===== src/rtl/pix_window_collector.sv =====
// Regroups a PE pixel-memory stream into tagged 3-pixel windows and tracks frame pass count.
// Optional overlap check between consecutive windows: define PIX_OVERLAP_CHECK_EN.
module pix_window_collector #(
  parameter int DWIDTH = 8,
  parameter int PE_NUM = 0,
  parameter int PASS_W = 4
) (
  input  logic                  clk,
  input  logic                  rst_n,
  input  logic                  pix_in_valid,
  output logic                  pix_in_ready,
  input  logic [DWIDTH-1:0]     pix_in_data,
  output logic                  win_out_valid,
  input  logic                  win_out_ready,
  output logic [3*DWIDTH-1:0]   win_out_data,
  output logic [1:0]            win_out_pos,
  output logic [PASS_W-1:0]     win_out_pass,
  output logic                  win_out_last,
  output logic                  frame_done,
  output logic                  overlap_err
);

  typedef enum logic {COLLECT = 1'b0, HOLD = 1'b1} state_t;

  localparam logic [PASS_W-1:0] FIRST_LAST_PASS = PASS_W'(PE_NUM);
  localparam logic [PASS_W-1:0] LATER_LAST_PASS = PASS_W'(2);

  state_t                state_q, state_d;
  logic                  ready_q, ready_d;
  logic                  valid_q, valid_d;
  logic [2*DWIDTH-1:0]   sh_q, sh_d;
  logic [1:0]            pix_cnt_q, pix_cnt_d;
  logic [1:0]            pos_cnt_q, pos_cnt_d;
  logic [PASS_W-1:0]     pass_cnt_q, pass_cnt_d;
  logic                  first_frame_q, first_frame_d;
  logic [3*DWIDTH-1:0]   data_q, data_d;
  logic [1:0]            wpos_q, wpos_d;
  logic [PASS_W-1:0]     wpass_q, wpass_d;
  logic                  wlast_q, wlast_d;
  logic                  done_q, done_d;

  logic pix_xfer_s;
  logic win_acc_s;
  logic last_s;
  logic hold_entry_s;

  assign pix_xfer_s   = pix_in_valid && ready_q;
  assign win_acc_s    = valid_q && win_out_ready;
  assign last_s       = (pos_cnt_q == 2'd2) &&
                        (pass_cnt_q == (first_frame_q ? FIRST_LAST_PASS : LATER_LAST_PASS));
  assign hold_entry_s = (state_q == COLLECT) && pix_xfer_s && (pix_cnt_q == 2'd2);

  // Next-state and registered-output logic for the collect/hold handshake.
  always_comb begin
    state_d       = state_q;
    ready_d       = ready_q;
    valid_d       = valid_q;
    sh_d          = sh_q;
    pix_cnt_d     = pix_cnt_q;
    pos_cnt_d     = pos_cnt_q;
    pass_cnt_d    = pass_cnt_q;
    first_frame_d = first_frame_q;
    data_d        = data_q;
    wpos_d        = wpos_q;
    wpass_d       = wpass_q;
    wlast_d       = wlast_q;
    done_d        = 1'b0;
    case (state_q)
      COLLECT: begin
        ready_d = 1'b1;
        valid_d = 1'b0;
        if (pix_xfer_s) begin
          sh_d = {sh_q[DWIDTH-1:0], pix_in_data};
          if (pix_cnt_q == 2'd2) begin
            pix_cnt_d = 2'd0;
            state_d   = HOLD;
            ready_d   = 1'b0;
            valid_d   = 1'b1;
            data_d    = {sh_q, pix_in_data};
            wpos_d    = pos_cnt_q;
            wpass_d   = pass_cnt_q;
            wlast_d   = last_s;
          end else begin
            pix_cnt_d = pix_cnt_q + 2'd1;
          end
        end else begin
          pix_cnt_d = pix_cnt_q;
        end
      end
      HOLD: begin
        if (win_acc_s) begin
          state_d = COLLECT;
          ready_d = 1'b1;
          valid_d = 1'b0;
          // Counters are unchanged during HOLD, so the registered last flag is current.
          if (wlast_q) begin
            pos_cnt_d     = 2'd0;
            pass_cnt_d    = '0;
            first_frame_d = 1'b0;
            done_d        = 1'b1;
          end else if (pos_cnt_q == 2'd2) begin
            pos_cnt_d  = 2'd0;
            pass_cnt_d = pass_cnt_q + PASS_W'(1);
          end else begin
            pos_cnt_d = pos_cnt_q + 2'd1;
          end
        end else begin
          state_d = HOLD;
        end
      end
      default: begin
        state_d = COLLECT;
        ready_d = 1'b0;
        valid_d = 1'b0;
      end
    endcase
  end

  // State and output registers.
  always_ff @(posedge clk or negedge rst_n) begin
    if (!rst_n) begin
      state_q       <= COLLECT;
      ready_q       <= 1'b0;
      valid_q       <= 1'b0;
      sh_q          <= '0;
      pix_cnt_q     <= 2'd0;
      pos_cnt_q     <= 2'd0;
      pass_cnt_q    <= '0;
      first_frame_q <= 1'b1;
      data_q        <= '0;
      wpos_q        <= 2'd0;
      wpass_q       <= '0;
      wlast_q       <= 1'b0;
      done_q        <= 1'b0;
    end else begin
      state_q       <= state_d;
      ready_q       <= ready_d;
      valid_q       <= valid_d;
      sh_q          <= sh_d;
      pix_cnt_q     <= pix_cnt_d;
      pos_cnt_q     <= pos_cnt_d;
      pass_cnt_q    <= pass_cnt_d;
      first_frame_q <= first_frame_d;
      data_q        <= data_d;
      wpos_q        <= wpos_d;
      wpass_q       <= wpass_d;
      wlast_q       <= wlast_d;
      done_q        <= done_d;
    end
  end

`ifdef PIX_OVERLAP_CHECK_EN
  logic err_q;
  logic mismatch_s;

  // data_q still holds the previous window while the next one is being collected.
  assign mismatch_s = (pos_cnt_q != 2'd0) && (sh_q != data_q[2*DWIDTH-1:0]);

  // Sticky overlap error, evaluated as a window enters HOLD.
  always_ff @(posedge clk or negedge rst_n) begin
    if (!rst_n) begin
      err_q <= 1'b0;
    end else if (hold_entry_s && mismatch_s) begin
      err_q <= 1'b1;
    end else begin
      err_q <= err_q;
    end
  end

  assign overlap_err = err_q;
`else
  logic unused_s;
  assign unused_s    = hold_entry_s;
  assign overlap_err = 1'b0;
`endif

  assign pix_in_ready  = ready_q;
  assign win_out_valid = valid_q;
  assign win_out_data  = data_q;
  assign win_out_pos   = wpos_q;
  assign win_out_pass  = wpass_q;
  assign win_out_last  = wlast_q;
  assign frame_done    = done_q;

endmodule


===== config.mk =====
export PLATFORM = sky130hd
export DESIGN_NAME = pix_window_collector
export DESIGN_NICKNAME = d
export VERILOG_FILES = /design/src/rtl/pix_window_collector.sv
export SDC_FILE = /design/constraint.sdc
export NUM_CORES = 1
export LEC_CHECK = 0
export ABC_AREA = 0
export BUFFER_PORTS_ARGS = -buffer_cell sky130_fd_sc_hd__clkbuf_2
export CORE_MARGIN = 4
export CORE_UTILIZATION = 40
export DETAILED_ROUTE_END_ITERATION = 10
export PLACE_DENSITY = 0.74
export SYNTH_ARGS = -nofsm -noshare
export SYNTH_HDL_FRONTEND = slang
export SYNTH_SLANG_ARGS = --single-unit

===== constraint.sdc =====
create_clock -name clk -period 1.6 [get_ports clk]
set_clock_uncertainty 0.2 [all_clocks]
set_input_delay 0.32 -clock clk [delete_from_list [all_inputs] [get_ports clk]]
set_output_delay 0.32 -clock clk [all_outputs]
set_load 0.03 [all_outputs]

=== Word level (Yosys, flattened, before mapping) ===
Cells that the tools add are included.

* Muxes and demuxes: 19
* Equal/unequal tests: 4
* Shift-type cells: 0
* Multipliers: 0
* Reductions and logical operators: 9
* Divide/modulo/power cells: 0
* Bitwise logic cells: 1
* Add/subtract/negate cells: 3
* $lt $le $gt $ge: 0

{| class="wikitable"
|+ Operators by type and width
! cell !! count
|-
| $mux W1 || 10
|-
| $reduce_and A3 Y1 || 3
|-
| $mux W2 || 4
|-
| $mux W4 || 2
|-
| $pmux W1 S2 || 3
|-
| $add A2 B1 Y2 const B || 2
|-
| $add A4 B1 Y4 const B || 1
|-
| $eq A2 B2 Y1 const B || 2
|-
| $eq A4 B2 Y1 || 1
|-
| $reduce_and A2 Y1 || 2
|-
| $logic_and A1 B1 Y1 || 3
|-
| $ne A2 B1 Y1 const B || 1
|-
| $reduce_bool A2 Y1 || 1
|-
| $not A1 Y1 || 1
|}

* Input bits: 12
* ROM bits: 0
* Latch bits: 0
* RAM bits: 0
* Memories kept: 0
* Bits in registers: 60
* Output and inout bits: 35

=== Longest topological paths before layout ===
Gate-level depths: netlist of run 1.

* Depth after elaboration: 4
* Gate-level depth with buffers: 4

=== Least setup slack after synthesis of run 1 ===
Ideal clock, no wire load.

* Kind: register to register
* From: register ready_q (netlist: pix_in_ready)
* To: register data_q[0] (netlist: win_out_data[0])
* Slack: -0.236 ns
* Cell stages (with the launch flop): 5
* Arrival time: 1.511 ns
* Cells stage by stage: dfrtp_1 -> nand3b_4 -> or3b_4 -> buf_6 -> mux2_4

* Longest elaborated chain between the ends: 2

{| class="wikitable"
|+ Ends and longest elaborated chain
! what !! line !! text
|-
| start: declaration || 29 || <nowiki>logic ready_q, ready_d;</nowiki>
|-
| start signal: assignment || 137 || <nowiki>ready_q <= ready_d;</nowiki>
|-
| $logic_and A1 B1 Y1 || 47 || <nowiki>assign pix_xfer_s = pix_in_valid && ready_q;</nowiki>
|-
| $reduce_and A3 Y1 (no source line) || -- ||
|-
| end signal: assignment || 144 || <nowiki>data_q <= data_d;</nowiki>
|-
| end: declaration || 36 || <nowiki>logic [3*DWIDTH-1:0] data_q, data_d;</nowiki>
|}

No other way between the ends.
A chain may end at the register's enable or synchronous reset.

=== Worst setup path after layout of run 1 ===
* From: register state_q
* To: register data_q[4] (netlist: win_out_data[4])

* Longest elaborated chain between the ends: 2

{| class="wikitable"
|+ Ends and longest elaborated chain
! what !! line !! text
|-
| start: declaration || 28 || <nowiki>state_t state_q, state_d;</nowiki>
|-
| start signal: assignment || 136 || <nowiki>state_q <= state_d;</nowiki>
|-
| $not A1 Y1 (no source line) || -- ||
|-
| $reduce_and A3 Y1 (no source line) || -- ||
|}

No other way between the ends.

==> results of run 1 <==
==> power breakdown <==
| part | leakage, uW | internal, uW | switching [uW] | total (uW) |
|---|---|---|---|---|
| logic | 0.000759 | 1190 | 1250 | 2440 |
| clock network | 0.0000947 | 762 | 547 | 1310 |
| registers | 0.000740 | 2130 | 378 | 2510 |
| total | 0.00159 | 4080 | 2180 | 6260 |
==> cell type report <==
class / count / area (um^2) / share of cell area [%]
Clock buffer: 14 / 153 / 4.89
Clock inverter: 2 / 35.0 / 1.12
Inverter: 3 / 11.3 / 0.361
Multi-Input combinational cell: 87 / 927 / 29.7
Sequential cell: 60 / 1510 / 48.2
Tap cell: 75 / 93.8 / 3.01
Timing Repair Buffer: 59 / 397 / 12.7
==> flip-flops by register name (all words and copies together), names as in the netlist <==
signal         flops
pass_cnt_q         4
sh_q              16
win_out_valid      1
pix_cnt_q          2
frame_done         1
win_out_last       1
win_out_pass       4
win_out_data      24
pos_cnt_q          2
first_frame_q      1
win_out_pos        2
state_q            1
pix_in_ready       1
==> metal layers <==
layer / GRT usage, % / wire length, um / share of wire (%) / vias to the layer above
met5: 0 / 0 / 0 / -
met4: 9.35 / 129 / 3.0 / 0
met3: 3.14 / 187 / 4.3 / 11
met2: 19.4 / 2040 / 47 / 43
met1: 17.0 / 1950 / 45 / 710
li1: - / - / - / 676
==> cells by family after synthesis <==
| family | after synthesis | share of synthesized area, % |
|---|---|---|
| DFF | 60 | 60.8 |
| muxes | 51 | 27.2 |
| and+or+nand+nor | 24 | 5.92 |
| AOI/OAI and AO/OA | 9 | 2.58 |
| buffers and inverters | 9 | 2.48 |
| adders and majority gates | 1 | 0.506 |
| other | 1 | 0.152 |
| xor gates and xnor gates | 1 | 0.354 |
==> cell usage after synthesis, types with 2 or more instances <==
library cell	instances	area, um^2
nand2b_1	4	25.0
a211oi_1	2	15.0
mux2i_1	2	20.0
inv_1	3	11.3
nand3_1	2	10.0
nor3_1	3	15.0
a21o_1	3	22.5
dfrtp_1	59	1480
buf_6	3	33.8
mux2_2	22	248
o21ai_0	2	10.0
nand2_1	7	26.3
mux2_4	27	405
==> worst max-delay path by stage <==
stage,to,from,cells past startpoint,slack [ns]
after floorplan,win_out_data[0],pix_in_ready,4,-0.14
after global placement,win_out_data[3],state_q,4,-0.13
after detailed placement,win_out_data[12],state_q,4,-0.16
after CTS,win_out_data[4],state_q,4,-0.17
after global routing,win_out_data[8],state_q,4,-0.21
final,win_out_data[4],state_q,4,-0.16
==> layout by cell type (no fill, tap or decap), drive strengths merged, types with 2 or more instances in the layout <==
master,Yosys,layout
clkbuf,1,57
a211oi,2,2
o21ai,2,2
nand2,7,7
inv,3,3
mux2i,2,2
dlygate4sd3,0,2
nor3,3,3
nand2b,4,4
a21o,3,3
dfrtp,59,59
mux2,49,49
nand3,2,2
buf,5,14
==> through the flow <==
step | hold slack, ns | cells
final | 0.0325 | 300
after global routing | 0.0157 | 300
after CTS | 0.00994 | 300
after detailed placement | 0.157 | 281
after global placement | 0.153 | 281
after floorplan | -0.176 | 156
==> timing repair <==
item,4_1_cts,5_1_grt
hold buffers,2,0
resized for setup,6,9
cloned,0,0
endpoints found under the setup margin,33,39
setup buffers,1,0
pin swaps,1,1
hold endpoints to repair,60,0
==> worst reg2reg max path, delay by kind of cell (launching register included) <==
family / cells / cell delay [ns]
muxes: 1 / 0.31
DFF: 1 / 0.38
and+or+nand+nor: 2 / 0.57
buffers and inverters: 1 / 0.18
==> metrics, run 1 <==
register area share after synthesis 60.8%; failing checks negative setup slack; Yosys cell types 30; buffer levels on the longest clock path 2; Leak Pwr 0.00159 uW; Die Width 86.6 um; largest net degree at the start of global routing 61; fmax between 0.5 and 0.6 GHz; cell family with most CP delay simple AND/OR/NAND/NOR gates; Peak VDD IR just over 1 mV; Total Power 6260 uW; number of enable flip-flop cells after synthesis 0; maxcap violations 0; synthesis-to-finish area growth 26.3%; share of flip-flops with an asynchronous set or reset 100%; I/O pin cnt 47; CP Capture Type flip-flop; CP max FO 18; detailed-route DRC error count 0; required time worst endpoint 1.61 ns; GR Overflow Total 0; GPL Wtd Cong 0.726; FILL cells 506; cells after synthesis ~160; Worst setup SP type flip-flop; area of the core 5960 um^2; RSZ-0062 raised after global routing yes; number of DRC markers in iteration 0 56; antenna violations before repair 0; Hold Path Depth 2; FP Rows 28; CTS tree yes; first drt pass iteration count 4; fin area 3120 um^2; Synth Cell Area 2470 um^2; root buffer cell clkbuf_8; WP buf/inv 1; flops & latches, synth 60; clk_lat worst skew 0.33 ns; antenna cells 0; vias in the first global route 1,482; Tmin final 1.76 ns; Synthesized Nets approximately 170; ANT nets after route 0; Worst Reg-to-Reg Cells 4; total number of vias roughly 1,400; Initial Utilization about two fifths; Core Util, Final 52.4%; Hold/Removal Path Class in2reg; pwr dens 2000 nW/um^2; Die Footprint 7500 um^2; Syn Area/Cell 15.8 um^2; CTS Sinks 60; clock slew at reported path FFs 0.07 ns; Slew Limit Fails 0; pre-CTS WS -0.156 ns; Ys Warns 0; vias per cell between 4 and 5; final worst slack -0.163 ns; WL/cell between 10 and 15 um; outcome finished, violations left; hold_sp pix_in_data[7]; critical path type reg2reg; fin crit share 110%; r2r startpoint state_q; Top FF cell, synth dfrtp_1; Worst path max stage delay roughly 0.41 ns; Routed WL 4310 um; Final Setup Violations 32; setup tns final -4.01 ns; first-pass GRT wire length around 7300 um; number of port buffers 45; critical path's slowest cell or3b_4; die span in y 86.6 um; Post-DP Area 2860 um^2; Fin. Hold Viols 0; CTS Buf Count 9; NumNets Final 233; dpl hpwl 2870 um; reg-to-reg slack, setup -0.16 ns; crit-path cells nand3b_4 > or3b_4 > buf_12 > mux2_4; CP arrival 1.78 ns; FF-to-FF End win_out_data[4]; Total GRT Usage 13.2%; share of cells above drive strength 1 56.0%; worst min-delay path endpoint win_out_data[7]; H-tree levels 3
(Power assumes the default switching activity.)
==> inputs of run 2 (changes only) <==
Settings changed: PLACE_DENSITY 0.74 to 0.58.
Clock period 1.6 ns to 1.9 ns, I/O delays scaled along.
==> run 2 against run 1 <==
Largest cell class unchanged. Global-route usage is 0.62 points higher. Cell area is 3.4% lower. Via count is 1.0% lower. The flow now finishes without violations. Sequential share of layout area is 1.6 points higher. Register-to-register slack better by 0.29 ns. Setup slack better by 0.29 ns.
==> metrics, run 2 (synthesis results as in run 1) <==
area of the core 5960 um^2 (unchanged); required time worst endpoint 1.91 ns (was 1.61 ns); maxcap violations 0 (unchanged); pwr dens 1680 nW/um^2 (was 2000 nW/um^2); Sw Share 36.1% (was 34.8%); GPL Wtd Cong 0.756 (was 0.726); clk_lat worst skew 0.32 ns (was 0.33 ns); ANT nets after route 0 (unchanged); Worst Reg-to-Reg Cells 4 (unchanged); Comb pwr share 38.2% (was 38.9%); Pint 3240 uW (was 4080 uW); Tmin final 1.77 ns (was 1.76 ns); first-pass GRT wire length 7830 um (was 7340 um); buffer levels on the longest clock path 2 (unchanged); H-tree levels 3 (unchanged); r2r startpoint state_q (unchanged); synthesis-to-finish area growth 21.9% (was 26.3%); fin area 3010 um^2 (was 3120 um^2); metal2 WL 2260 um (was 2040 um); Initial Utilization 41.5% (unchanged); Post-DP Area 2830 um^2 (was 2860 um^2); crit-path cells nand3b_4 > or3b_4 > buf_12 > mux2_4 (unchanged); Slew Limit Fails 0 (unchanged); fin crit share 93.2% (was 110%); metal3 WL 200 um (was 187 um); Placed Instances 277 (was 281); M1 wire length 2080 um (was 1950 um); top layer in use met4 (unchanged); clock slew at reported path FFs 0.07 ns (about the same); share of cells above drive strength 1 53.4% (was 56.0%); root buffer cell clkbuf_8 (unchanged); crit path launch state_q (unchanged); detailed-route DRC error count 0 (unchanged); critical path's slowest cell or3b_4 (unchanged); number of port buffers 45 (unchanged); Fin. Hold Viols 0 (unchanged); FP Rows 28 (unchanged); Total GRT Usage 13.8% (was 13.2%); Total Power 5080 uW (was 6260 uW); Critical Path Sink win_out_data[22] (was win_out_data[4]); number of DRC markers in iteration 0 51 (was 56); WL/cell 15.7 um (was 14.4 um); fmax 0.564 GHz (was 0.567 GHz); NumNets Final 227 (was 233); vias per cell 4.85 (was 4.80); dpl hpwl 3320 um (was 2870 um); clock power share 19.7% (was 20.9%); Seq pwr share 42.1% (was 40.1%); commonest non-fill, non-tap cell in the layout dfrtp_1 (unchanged); most frequent cells in the layout 59 x dfrtp_1, 45 x clkbuf_2, 27 x mux2_4, 22 x mux2_2, 11 x clkbuf_8 (was 57 x dfrtp_1, 43 x clkbuf_2, 28 x mux2_4, 21 x mux2_2, 10 x clkbuf_8); CTS Sinks 60 (unchanged); FILL cells 552 (was 506); WP buf/inv 1 (unchanged); reg-to-reg slack, setup 0.13 ns (was -0.16 ns); Peak VDD IR 0.853 mV (was 1.02 mV); vias in the first global route 1,554 (was 1,482); GR Overflow Total 0 (unchanged); setup tns final 0 ns (was -4.01 ns); max reg flops 24 (unchanged); total number of vias 1,425 (was 1,440); Die Width 86.6 um (unchanged); Final Setup Violations 0 (was 32); critical path type reg2reg (unchanged); Slew @ Worst Pin roughly 0.54 ns; CP Capture Type flip-flop (unchanged); die span in y 86.6 um (unchanged); Hold/Removal Path Class in2reg (unchanged); antenna violations before repair 0 (unchanged); RSZ-0062 raised after global routing no (was yes); switching pwr 1830 uW (was 2180 uW); CTS tree yes (unchanged); Die Footprint 7500 um^2 (unchanged); Resized Gates After CTS 0 (was 6); CP arrival 1.78 ns (about the same); cell family with most CP delay simple AND/OR/NAND/NOR gates (unchanged); FF-to-FF End win_out_data[22] (was win_out_data[4]); I/O pin cnt 47 (unchanged); first drt pass iteration count 4 (unchanged); WP depth 4 (unchanged); Worst setup SP type flip-flop (unchanged); CTS Buf Count 9 (unchanged); Leak Pwr 0.00155 uW (was 0.00159 uW); outcome completed (was finished, violations left); Worst path max stage delay 0.40 ns (was 0.41 ns); Routed WL 4620 um (was 4310 um); antenna cells 0 (unchanged); CP max FO 24 (was 18); Worst slew margin ~64%; final cell count without fillers 294 (was 300); largest net degree at the start of global routing 25 (was 61)
## run 2: cell count changes in the layout (fill, tap and decap cells not counted), moves of 2 or more
cell,delta
buf_6,-3
buf_4,-3
dfrtp_2,-2
dfrtp_1,+2
clkbuf_2,+2
## run 2: power by group through the flow
stage	clock network (uW)	logic, uW	registers [uW]
detailed placement	0	1970	2150
global route	1100	2060	2210
CTS	1030	1980	2140
finish	1000	1940	2140
floorplan	0	886	2650
global placement	0	1910	2120
## run 2: worst register-to-register path: stages (launching register included)
cell      delay, ns
dfrtp_1        0.38
nand3b_4       0.17
or3b_4         0.40
buf_12         0.19
mux2_4         0.32
## run 2: layout make-up
| class | count | area, um^2 | share of cell area, % |
|---|---|---|---|
| Clock buffer | 14 | 163 | 5.40 |
| Clock inverter | 2 | 10.0 | 0.332 |
| Inverter | 3 | 11.3 | 0.374 |
| Multi-Input combinational cell | 87 | 908 | 30.1 |
| Sequential cell | 60 | 1500 | 49.9 |
| Tap cell | 75 | 93.8 | 3.11 |
| Timing Repair Buffer | 53 | 325 | 10.8 |
## run 2: per-stage QoR
step	setup WS [ns]	hold WS [ns]	utilization (%)
6_report	0.128	0.0963	50.6
5_1_grt	0.0773	0.0872	50.6
4_1_cts	0.118	0.0833	50.6
3_5_place_dp	0.0909	0.183	47.5
3_3_place_gp	0.119	0.183	47.5
2_1_floorplan	0.0642	-0.116	-
## run 2: worst min-delay path by stage
stage / start / end / slack (ns) / depth (start not counted)
after floorplan: rst_n / frame_done / -0.12 / 0
after global placement: rst_n / pass_cnt_q[2] / 0.18 / 1
after detailed placement: rst_n / pass_cnt_q[2] / 0.18 / 1
after CTS: pix_in_data[4] / win_out_data[4] / 0.08 / 2
after global routing: pix_in_data[5] / win_out_data[5] / 0.09 / 2
final: pix_in_data[4] / win_out_data[4] / 0.1 / 2
## run 2: layer usage
layer / vias to the layer above / track usage [%]
met4: 0 / 7.22
met3: 8 / 3.42
met2: 36 / 21.8
met5: - / 0
met1: 718 / 17.6
li1: 663 / -
## run 2: repair_timing
| item | in CTS | in global routing |
|---|---|---|
| hold buffers | 1 | 0 |
| buffers inserted | 0 | 0 |
| hold endpoints to repair | 16 | 0 |
==> inputs of run 3 (changes only) <==
Settings changed: MAX_ROUTING_LAYER set to met4.
==> run 3 against run 2 <==
Die area is the same. Global-route usage grew 0.43 points. Largest cell class unchanged. Cell area is the same. First-iteration DRC count grew 14%.
==> metrics, run 3 (synthesis results as in run 1) <==
outcome completed (unchanged); setup tns final 0 ns (unchanged); CTS Buf Count 9 (unchanged); Leak Pwr 0.00155 uW (unchanged); largest net degree at the start of global routing 25 (unchanged); Initial Utilization 41.5% (unchanged); area occupied by multi-input gates 908 um^2 (unchanged); switching pwr 1830 uW (about the same); CP arrival 1.78 ns (about the same); Total GRT Usage 14.2% (was 13.8%); FILL cells 552 (unchanged); pwr dens 1680 nW/um^2 (about the same); Worst path max stage delay 0.40 ns (about the same); detailed-route DRC error count 0 (unchanged); final worst slack 0.129 ns (was 0.128 ns); Slew Limit Fails 0 (unchanged); GR Overflow Total 0 (unchanged); buffer levels on the longest clock path 2 (unchanged); critical path's slowest cell or3b_4 (unchanged); NumNets Final 227 (unchanged); crit-path cells nand3b_4 > or3b_4 > buf_12 > mux2_4 (unchanged); CP Capture Type flip-flop (unchanged); fin crit share 93.2% (about the same); antenna violations before repair 0 (unchanged); Worst slew margin 64.3% (was 64.2%); Die Footprint 7500 um^2 (unchanged); die span in y 86.6 um (unchanged); Fin. Hold Viols 0 (unchanged); GPL Wtd Cong 0.765 (was 0.756); Hold/Removal Path Class in2reg (unchanged); vias in the first global route 1,560 (was 1,554); pre-CTS WS 0.0909 ns (unchanged); commonest non-fill, non-tap cell in the layout dfrtp_1 (unchanged); Routed WL 4630 um (was 4620 um); Worst Reg-to-Reg Cells 4 (unchanged); root buffer cell clkbuf_8 (unchanged); maxcap violations 0 (unchanged); critical path type reg2reg (unchanged); dpl hpwl 3320 um (unchanged); CTS Sinks 60 (unchanged); CTS tree yes (unchanged); first drt pass iteration count 4 (unchanged); H-tree levels 3 (unchanged); number of DRC markers in iteration 0 58 (was 51); I/O pin cnt 47 (unchanged); register area 1500 um^2 (unchanged); Resized Gates After CTS 0 (unchanged); total number of vias 1,419 (was 1,425); number of port buffers 45 (unchanged); Hold Path Depth 2 (unchanged); Sw Share 36.1% (about the same); synthesis-to-finish area growth 21.9% (unchanged); Pint 3240 uW (about the same); Slew @ Worst Pin 0.535 ns (was 0.537 ns); post-CTS setup buffer count 0 (unchanged); antenna cells 0 (unchanged); Worst setup SP type flip-flop (unchanged); vias per cell 4.83 (was 4.85); clock power share 19.7% (about the same); Peak VDD IR 0.854 mV (was 0.853 mV); Comb pwr share 38.2% (about the same); Seq pwr share 42.1% (about the same); fmax 0.565 GHz (was 0.564 GHz); final cell count without fillers 294 (unchanged); Die Width 86.6 um (unchanged); share of cells above drive strength 1 53.4% (unchanged); RSZ-0062 raised after global routing no (unchanged); ANT nets after route 0 (unchanged); CP max FO 24 (unchanged); FP Rows 28 (unchanged); required time worst endpoint 1.91 ns (about the same); max reg flops 24 (unchanged); most frequent cells in the layout 59 x dfrtp_1, 45 x clkbuf_2, 27 x mux2_4, 22 x mux2_2, 11 x clkbuf_8 (unchanged); Placed Instances 277 (unchanged); area of the core 5960 um^2 (unchanged); Tmin final 1.77 ns (about the same); Final Setup Violations 0 (unchanged); clock slew at reported path FFs 0.06 ns (was 0.07 ns); WL/cell 15.7 um (about the same); first-pass GRT wire length 7840 um (was 7830 um); clk_lat worst skew 0.32 ns (about the same)
-- run 3: path summary, 6_finish.rpt --
path,start,endpoint,slack (ns)
setup / recovery,state_q,win_out_data[13],0.13
min in group asynchronous,rst_n,pass_cnt_q[2],0.37
hold reg to reg,win_out_data[19],win_out_data[19],0.30
max in group asynchronous,rst_n,pos_cnt_q[1],0.62
hold / removal,pix_in_data[4],win_out_data[4],0.1
setup reg to reg,state_q,win_out_data[13],0.13
-- run 3: final cells by class --
cell class	count	share of cell area, %
clock buffers	14	5.40
clock inverters	2	0.332
inverters	3	0.374
multi-input cells	87	30.1
flip-flops and latches	60	49.9
well taps	75	3.11
repair buffers	53	10.8
-- run 3: power groups by stage --
stage	clock network, uW	logic (uW)	registers, uW
after detailed placement	0	1970	2150
after global routing	1100	2060	2210
after floorplan	0	886	2650
after global placement	0	1910	2120
final	1000	1940	2140
after CTS	1030	1980	2140
-- run 3: metrics by stage --
step	total power (uW)	area, um^2	hold WS (ns)	utilization (%)
after floorplan	3530	2470	-0.116	-
after global placement	4030	2830	0.183	47.5
after detailed placement	4120	2830	0.183	47.5
after CTS	5150	3010	0.0833	50.6
after global routing	5370	3010	0.0872	50.6
final	5080	3010	0.0988	50.6
-- run 3: repair_timing --
item / 4_1_cts / 5_1_grt
hold endpoints to repair: 16 / 0
hold buffers: 1 / 0
setup endpoints to repair: 0 / 0
-- run 3: routing by layer --
layer	up-vias	wire, um	track usage, %
met5	-	0	-
met4	0	77	7.22
met3	8	180	3.14
met2	36	2260	21.9
met1	712	2110	17.7
li1	663	-	-
-- run 3: critical path, delay by kind of cell (launching register included) --
family,cells,cell delay [ns]
AND/OR/NAND/NOR,2,0.57
flip-flops,1,0.38
multiplexers,1,0.31
buffers and inverters,1,0.19
